$ cat src/rtl/dcim_mac_sched.sv
// rtl/dcim_mac_sched.sv - bit-serial activation/weight sequencer and shift-accumulator for one DCIM MAC column
module dcim_mac_sched #(
   parameter int INPUT_WIDTH = 144,
   parameter int PSUM_WIDTH  = 12,
   parameter int IN_BITS     = 8,
   parameter int W_BITS      = 8,
   parameter int ACC_WIDTH   = 32,
   localparam int IB_W = (IN_BITS > 1) ? $clog2(IN_BITS) : 1,
   localparam int WS_W = (W_BITS > 1) ? $clog2(W_BITS) : 1
) (
   input  logic                           clk,
   input  logic                           rst_n,
   input  logic                           in_valid,
   output logic                           in_ready,
   input  logic [INPUT_WIDTH*IN_BITS-1:0] in_act,
   input  logic                           abort,
   output logic [INPUT_WIDTH-1:0]         rwlb,
   output logic [WS_W-1:0]                w_sel,
   input  logic [PSUM_WIDTH-1:0]          psum,
   output logic                           busy,
   output logic                           out_valid,
   input  logic                           out_ready,
   output logic [ACC_WIDTH-1:0]           out_data
);

   // shift amount must hold (W_BITS-1)+(IN_BITS-1)
   localparam int SH_W = IB_W + WS_W;

   typedef enum logic [1:0] {
      S_IDLE = 2'd0,
      S_RUN  = 2'd1,
      S_DONE = 2'd2
   } state_t;

   state_t                 state_q, state_d;
   logic [ACC_WIDTH-1:0]   acc_q, acc_d;
   logic [ACC_WIDTH-1:0]   out_data_q, out_data_d;
   logic [IB_W-1:0]        ib_q, ib_d;
   logic [WS_W-1:0]        ws_q, ws_d;
   logic [IN_BITS-1:0]     act_q [INPUT_WIDTH];
   logic                   load_act;

   logic [SH_W-1:0]        shamt;
   logic [ACC_WIDTH-1:0]   psum_ext;
   logic [ACC_WIDTH-1:0]   addend;

   // weighted partial sum for the current (weight slice, input bit) pair
   always_comb begin
      shamt    = SH_W'(ws_q) + SH_W'(ib_q);
      psum_ext = ACC_WIDTH'(psum);
      addend   = psum_ext << shamt;
   end

   // next-state, counter advance and column drive
   always_comb begin
      state_d    = state_q;
      acc_d      = acc_q;
      out_data_d = out_data_q;
      ib_d       = ib_q;
      ws_d       = ws_q;
      load_act   = 1'b0;
      in_ready   = (state_q == S_IDLE);
      busy       = (state_q == S_RUN);
      out_valid  = (state_q == S_DONE);
      rwlb       = '0;
      w_sel      = '0;

      if (state_q == S_RUN) begin
         w_sel = ws_q;
         for (int i = 0; i < INPUT_WIDTH; i++) begin
            rwlb[i] = act_q[i][ib_q];
         end
      end

      if (abort) begin
         state_d = S_IDLE;
         acc_d   = '0;
         ib_d    = '0;
         ws_d    = '0;
      end else begin
         case (state_q)
            S_IDLE: begin
               if (in_valid) begin
                  load_act = 1'b1;
                  acc_d    = '0;
                  ib_d     = '0;
                  ws_d     = '0;
                  state_d  = S_RUN;
               end
            end
            S_RUN: begin
               acc_d = acc_q + addend;
               // input bit is the inner loop, weight slice the outer loop
               if (ib_q == IB_W'(IN_BITS - 1)) begin
                  ib_d = '0;
                  if (ws_q == WS_W'(W_BITS - 1)) begin
                     ws_d       = '0;
                     out_data_d = acc_d;
                     state_d    = S_DONE;
                  end else begin
                     ws_d = ws_q + 1'b1;
                  end
               end else begin
                  ib_d = ib_q + 1'b1;
               end
            end
            S_DONE: begin
               if (out_ready) begin
                  state_d = S_IDLE;
               end
            end
            default: begin
               state_d = S_IDLE;
            end
         endcase
      end
   end

   // FSM state register
   always_ff @(posedge clk) begin
      if (!rst_n) begin
         state_q <= S_IDLE;
      end else begin
         state_q <= state_d;
      end
   end

   // accumulator, counters and held result
   always_ff @(posedge clk) begin
      if (!rst_n) begin
         acc_q      <= '0;
         out_data_q <= '0;
         ib_q       <= '0;
         ws_q       <= '0;
      end else begin
         acc_q      <= acc_d;
         out_data_q <= out_data_d;
         ib_q       <= ib_d;
         ws_q       <= ws_d;
      end
   end

   // activation latch; only read while running, so it needs no reset
   always_ff @(posedge clk) begin
      if (load_act) begin
         for (int i = 0; i < INPUT_WIDTH; i++) begin
            act_q[i] <= in_act[i*IN_BITS +: IN_BITS];
         end
      end
   end

   assign out_data = out_data_q;

endmodule

$ cat config.mk
export PLATFORM = sky130hd
export DESIGN_NAME = dcim_mac_sched
export DESIGN_NICKNAME = d
export VERILOG_FILES = /design/src/rtl/dcim_mac_sched.sv
export SDC_FILE = /design/constraint.sdc
export NUM_CORES = 1
export LEC_CHECK = 0
export CORE_AREA = 2 2 529 531
export CTS_BUF_LIST = sky130_fd_sc_hd__clkbuf_8
export DETAILED_ROUTE_END_ITERATION = 16
export DIE_AREA = 0 0 531 533
export SLEW_MARGIN = 20
export SYNTH_ARGS = -nofsm -noshare
export SYNTH_HDL_FRONTEND = slang
export SYNTH_SLANG_ARGS = --single-unit
$ cat constraint.sdc
create_clock -name clk -period 400.9 [get_ports clk]
set_input_delay 120.27 -clock clk [delete_from_list [all_inputs] [get_ports clk]]
set_output_delay 120.27 -clock clk [all_outputs]
set_load 0.03 [all_outputs]
# == Word-level counts from Yosys, hierarchy flattened ==
# Memory sizes are Yosys's and may differ from the RTL's.
# Index checks and enable logic that the tools add are counted.
# word_totals
register_bits,72
latch_bits,0
ramBits,1152
rom_bits,0
wordCells,337
memories,1
# memory_table
name,depth,word_bits,read_ports,rd_ports_with_merged_regs,wr,line_no,rtl
act_q,144,8,144,0,144,40,logic [IN_BITS-1:0] act_q [INPUT_WIDTH];
# op_classes
addsub,4
multipliers,0
div_mod_pow,0
order_cmp,1
eq_ne,8
shift,1
muxes,308
bitwise,2
n_reduce_logical,7
# op_table
cell,n
binary-select mux 1 bit (select 3 bit),144
two-way mux 1 bit,149
two-way mux 144 bit,1
case mux 32 bit (2 select lines),1
adder 32 bit,1
two-way mux 32 bit,1
<< shifter 12 x 4 -> 32 bit,1
two-way mux 3 bit,5
case mux 3 bit (2 select lines),2
two-way mux 2 bit,4
AND reduction 4 bit,2
adder 3 x 1 -> 3 bit (second input constant),2
equality test 3 bit (second input constant),2
!= test 2 x 1 -> 1 bit (second input constant),3
case mux 2 bit (3 select lines),1
adder 3 x 3 -> 4 bit,1
< comparator 3 x 4 -> 1 bit (second input constant),1
AND reduction 3 bit,1
equality test 2 x 1 -> 1 bit (second input constant),1
equality test 2 bit (second input constant),1
logical NOT 2 bit,1
!= test 2 bit (second input constant),1
inverter 1 bit,2
AND reduction 2 bit,1
2 further kinds,2

# == Longest topological paths before layout ==
# Gate-level depths: netlist of the first run.
# logic_depth
depth_word,5
mapped_depth,21

# == Least setup slack after synthesis of the first run ==
# Ideal clock, no wire load.
# synth_timing
path_kind,input-to-reg
start,in abort
end,mem act_q[0][0] (enable)
setup_time_ns,5.945
arrival_time_ns,238.761
t_required_ns,394.955
slack_ns,156.194
path_stages,1
path_buffers,0
path_cell_list,nor4b_1
# synth_rtl
element,line_no,rtl
start: declaration,16,"input logic abort,"
end: declaration,40,

==> impl_metrics.yaml, run 1 <==
yosys:
  yosysSeqAreaShare_pct: 74.5
  syn_avg_cell_area_um2: 19.8
  yosysMostFrequentCell: "edfxtp_1"
  yosysTopAreaCell: "edfxtp_1"
  yosys_warnings: 0
  synth_top_area_share_pct: 71.5
  ys_ff_latch: 1224
  synth_area_mm2: 0.0484
  synthTopCellsByArea: "edfxtp_1 (72%), mux4_2 (13%), mux2i_1 (3.5%)"
  synth_async_sr_flop_share_pct: 0
  synth_edf_count: 1152
  synth_top_flop_cell: "edfxtp_1"
  synthTopCellsByCount: "edfxtp_1 (1152), mux4_2 (288), nor2_1 (202), mux2i_1 (171), nand2_1 (78)"
  synth_cell_types: 64
  synthCells: 2445
  synth.net_count: 3650
sta:
  finalCritPeriodShare_pct: 31.7
  hold-worst-slack_ps: 460
  fmax_mhz: 7.86
  finClkSkew_ps: 68.9
  hold_viol: 0
  tightest_slew_ps: 1060
  slew_viol_final: 0
  fin_crit_ps: 127190
  maxSlewHeadroom_pct: 29.2
  grt_setup_unrepaired: "no"
  setup_viol_count_final: 0
  fin_tns_setup_ps: 0
cts:
  root_buffer: "clkbuf_8"
  tritoncts: "yes"
  holdBufCountCts: 0
  clkSinkCount: 1224
  clkTransAtPathRegs_ps: 60
  insertion_delay_ps: 940
  numCtsBuffers: 215
  post_cts_buffers: 0
  clock_path_buffers: 4
  cts_resized: 0
  htree_num_levels: 4
cells_and_area:
  final_cell_area_mm2: 0.0706
  fillers: 28200
  final_cells: 7853
  syn_to_final_growth_pct: 46.0
  drive_gt1_share_pct: 16.0
  fin_util_pct: 25.4
  nets: 5135
drt:
  route.vias.total: 29900
  drt-initial-drc-count: 2658
  vias_per_cell: 3.80
  final_antenna_net_count: 0
  drtPass1Iterations: 6
  drc: 0
  routed_wl_um: 189000
  wl_per_cell_um: 24.1
place:
  place_area_mm2: 0.0664
  dp.cells: 7437
  place_hpwl_um: 150000
  gp_congestion: 0.879
  port_buffers: 1350
worst_setup_path:
  path_buf_inv: 9
  max_stage_delay_ps: 900
  critPathLaunchType: "input pin"
  r2r_slack_ps: 393380
  worst_path_most_repeated_cell: "buf_4"
  end_kind: "flop"
  path_class: "input pin to flop"
  path_max_fanout: 89
  critical-path-slowest-cell: "buf_4"
  arrival_ps: 127680
  critPathRequiredTime_ps: 401390
  path_cells: "clkdlybuf4s50_1 -> nor4b_2 -> buf_4 -> buf_4 -> buf_4 -> buf_4 -> buf_4 -> buf_4 -> buf_4 -> buf_4"
  cpLargestDelayFamily: "buffers and inverters"
global_routing:
  grt_pass1_vias: 31600
  overflow: 0
  grt_max_degree: 90
  antenna_found_initial: 34
  track_usage_pct: 12.7
  grt_pass1_wl_um: 250000
run_status:
  status: "finished clean"
die:
  coreArea_mm2: 0.278
  die_y_um: 533
  io_pins: 1351
  die_w_um: 531
  die_area_mm2: 0.283
  start_util_pct: 17.4
  rows: 194
run:
  max_cap_viol_count: 0
worst_hold_path:
  hold_path.class: "flop to flop"
power:
  ir_worst_vdd_mv: 0.00266
  power.density_mw_per_mm2: 4.02
  p_leak_nw: 22.5
-- kinds of logic (layout without fill, tap and decap cells) --
logic type                 count (synthesis)  after routing  share of synthesized area (%)
buffers and inverters                    146           1804                           1.22
and+or+nand+nor                          352            352                           3.07
other                                      0             26                              0
xor gates and xnor gates                  31             31                          0.561
muxes                                    460            460                           17.0
DFF                                     1224           1224                           74.5
adders and majority gates                 36             36                          0.962
AOI/OAI and AO/OA                        196            196                           2.70
-- layer usage --
metal | wire [um] | GRT usage [%] | vias up
met5 | 92 | 0 | -
met4 | 5820 | 4.08 | 14
met3 | 17500 | 3.57 | 269
met2 | 92400 | 21.9 | 1577
met1 | 73400 | 15.2 | 15100
li1 | - | - | 13000
-- cells in the final DEF (no fill, tap or decap), types with 6 or more instances in the layout --
cell,netlist,layout
dfxtp_1,72,69
a22o_1,8,8
bufinv_16,0,10
edfxtp_1,1152,1152
mux4_2,288,288
nand2_1,78,78
a21boi_0,19,19
a21o_1,14,14
ha_1,34,34
xnor2_1,20,19
o21ai_0,30,30
clkinv_2,0,40
nor2_1,202,201
nor3_1,13,12
mux2i_1,171,169
o21ai_1,10,10
clkdlybuf4s50_1,0,1350
clkinv_1,0,52
or3_1,6,6
diode_2,0,26
clkbuf_8,0,219
a21oi_1,57,57
xor2_1,11,10
buf_4,0,45
and3_1,7,7
nand3_1,17,17
inv_1,16,67
a22oi_1,17,17
-- worst register-to-register path: cells and delay by family (launching register included) --
kind                   cells  cell delay (ps)
buffers and inverters      8             6310
flip-flops                 1              410
AND/OR/NAND/NOR            1              310
-- worst paths after layout --
| check | start | to | cells past startpoint |
|---|---|---|---|
| max | abort | act_q[1][56] | 10 |
| min | acc_q[26] | acc_q[26] | 2 |
| max reg2reg | state_q[0] | act_q[1][122] | 9 |
| min reg2reg | acc_q[26] | acc_q[26] | 2 |
-- flip-flops by register name, indices dropped and copies added (netlist names) --
register and count:
ib_q 3, act_q 1152, ws_q 3, acc_q 32
out_data 32, state_q 2
-- area by class of cell --
| cell class | instances | area (um^2) | area share, % |
|---|---|---|---|
| Sequential cell | 1224 | 36000 | 51.0 |
| Timing Repair Buffer | 1397 | 13900 | 19.7 |
| Multi-Input combinational cell | 1075 | 11800 | 16.7 |
| Tap cell | 3724 | 4660 | 6.60 |
| Clock buffer | 219 | 3010 | 4.27 |
| Clock inverter | 171 | 1090 | 1.54 |
| Antenna cell | 26 | 65.1 | 0.0921 |
| Inverter | 17 | 63.8 | 0.0904 |
-- report_power, final --
group / leakage [nW] / switching [W] / internal, W
logic: 8.87 / 0.0000103 / 0.0000137
clock network: 2.31 / 0.0000545 / 0.0000579
registers: 11.3 / 0.00000174 / 0.000146
-- per-stage QoR --
step           setup slack [ps]  power [W]
2_1_floorplan            156190   0.000178
3_3_place_gp             272910   0.000174
3_5_place_dp             272750   0.000175
4_1_cts                  273800   0.000289
5_1_grt                  273250   0.000295
6_report                 273710   0.000284
Note: power is estimated with default switching activity, not from simulation.
==> run 2, diff against run 1 <==
- clock period: 400.9 -> 133.3 ns (I/O delays scaled with it)
==> run 2 against run 1 <==
  * Via count is 0.26% lower
  * Die area is the same
  * Power increased to 3.0 times the previous value
  * First-iteration DRC count decreased by 18%
  * Flip-flop and latch count did not move
  * Count of clock-buffer cells in the layout shrank 1
  * Cell area decreased by 0.22%
  * Sequential share of layout area grew 0.11 points
  * Worst setup slack lost 190000 ps
  * Register-to-register slack lost 270000 ps
==> impl_metrics.yaml, run 2 (same netlist as run 1, synthesis figures left out) <==
worst_setup_path:
  end_kind: "output port"
  critical-path-slowest-cell: "dfxtp_4"
  cpLargestDelayFamily: "buffers and inverters"
  path_buf_inv: 3
  path_cells: "buf_4 -> buf_12 -> mux4_2 -> mux2i_1 -> nor2_2 -> clkdlybuf4s50_1"
  cp.depth: 6
  critPathLaunchType: "flop"
  path_class: "flop to output port"
  path_max_fanout: 64
  critPathRequiredTime_ps: 93310
  arrival_ps: 5460
  r2r_cells: 17
  max_stage_delay_ps: 870
cts:
  clkSinkCount: 1224
  clock_path_buffers: 4
  tritoncts: "yes"
  numCtsBuffers: 213
  post_cts_buffers: 0
  holdBufCountCts: 0
  clkTransAtPathRegs_ps: 60
  insertion_delay_ps: 960
  cts_resized: 0
  root_buffer: "clkbuf_8"
  htree_num_levels: 4
cells_and_area:
  final_cell_mix: "clkdlybuf4s50_1 (1348), edfxtp_1 (1152), mux4_2 (288)"
  largest_reg_flops: 1152
  fillers: 28300
  syn_to_final_growth_pct: 45.7
  largest_register: "act_q"
  nets: 5126
  drive_gt1_share_pct: 15.3
  final_cells: 7827
  final_common_cell: "clkdlybuf4s50_1"
global_routing:
  antenna_found_initial: 45
  grt_pass1_wl_um: 248000
  overflow: 0
  track_usage_pct: 12.5
  grt_max_degree: 166
  grt_pass1_vias: 31300
sta:
  hold_viol: 0
  fmax_mhz: 22.0
  setup_viol_count_final: 0
  slew_viol_final: 0
  maxSlewHeadroom_pct: 24.5
  hold-worst-slack_ps: 454
  grt_setup_unrepaired: "no"
  finClkSkew_ps: 52.0
  fin_tns_setup_ps: 0
  tightest_slew_ps: 1130
  setup_ws_ps: 87850
  fin_crit_ps: 45450
  finalCritPeriodShare_pct: 34.1
place:
  dp.cells: 7430
  pre_cts_slack_ps: 87020
  place_hpwl_um: 146000
  port_buffers: 1350
  gp_congestion: 0.865
drt:
  vias_per_cell: 3.81
  final_antenna_net_count: 0
  routed_wl_um: 186000
  drtPass1Iterations: 6
  route.vias.total: 29800
  wl_per_cell_um: 23.8
  drc: 0
  drt-initial-drc-count: 2186
run_status:
  status: "finished clean"
die:
  die_y_um: 533
  io_pins: 1351
  die_w_um: 531
  start_util_pct: 17.4
  coreArea_mm2: 0.278
  die_area_mm2: 0.283
  rows: 194
power:
  power.density_mw_per_mm2: 12.0
  ir_worst_vdd_mv: 0.00872
  p_leak_nw: 22.5
worst_hold_path:
  hold_depth: 2
  hold_path.class: "flop to flop"
run:
  max_cap_viol_count: 0
run 2: cell count changes in the layout (fill, tap and decap cells not counted), moves of 4 or more:
cell / previous run / this run
buf_12: 2 / 6
inv_1: 67 / 89
clkinv_8: 0 / 4
clkinv_1: 52 / 37
buf_4: 45 / 34
clkinv_2: 40 / 20
run 2: layout make-up:
type | count | area (um^2) | area share (%)
sequential | 1224 | 36000 | 51.2
timing repair buffer | 1390 | 13900 | 19.7
multi-input combinational | 1075 | 11800 | 16.7
tap | 3724 | 4660 | 6.61
clock buffer | 218 | 3000 | 4.26
clock inverter | 155 | 968 | 1.37
inverter | 17 | 63.8 | 0.0906
antenna | 24 | 60.1 | 0.0852
run 2: layer usage:
metal / vias up / global-route usage (%) / part of all wire [%]
li1: 12900 / - / -
met1: 15100 / 15.0 / 39
met2: 1506 / 21.4 / 49
met3: 278 / 3.67 / 9.0
met4: 20 / 4.03 / 3.0
met5: - / 0 / 0.069
run 2: path summary, 6_finish.rpt:
path | startpoint | endpoint | slack, ps
max | ib_q[0] | rwlb[2] | 87850
min | acc_q[26] | acc_q[26] | 450
max reg2reg | ib_q[0] | out_data[23] | 126860
min reg2reg | acc_q[26] | acc_q[26] | 450
run 2: through the flow:
| stage | total power [W] | area (um^2) | utilization (%) |
|---|---|---|---|
| after floorplan | 0.000505 | 48400 | - |
| after global placement | 0.000524 | 66400 | 23.9 |
| after detailed placement | 0.000525 | 66400 | 23.9 |
| after CTS | 0.000859 | 70400 | 25.3 |
| after global routing | 0.000878 | 70400 | 25.3 |
| final | 0.000845 | 70500 | 25.4 |
run 2: power by group:
group	internal (W)	total, W	switching, W
clock	0.000168	0.000329	0.000160
combinational	0.0000413	0.0000716	0.0000303
sequential	0.000439	0.000444	0.00000509
total	0.000649	0.000845	0.000196
run 2: tightest hold or removal path, stage by stage (launching register included):
cell and delay [ps]:
dfxtp_1 310, nand2_1 50, o21ai_1 50
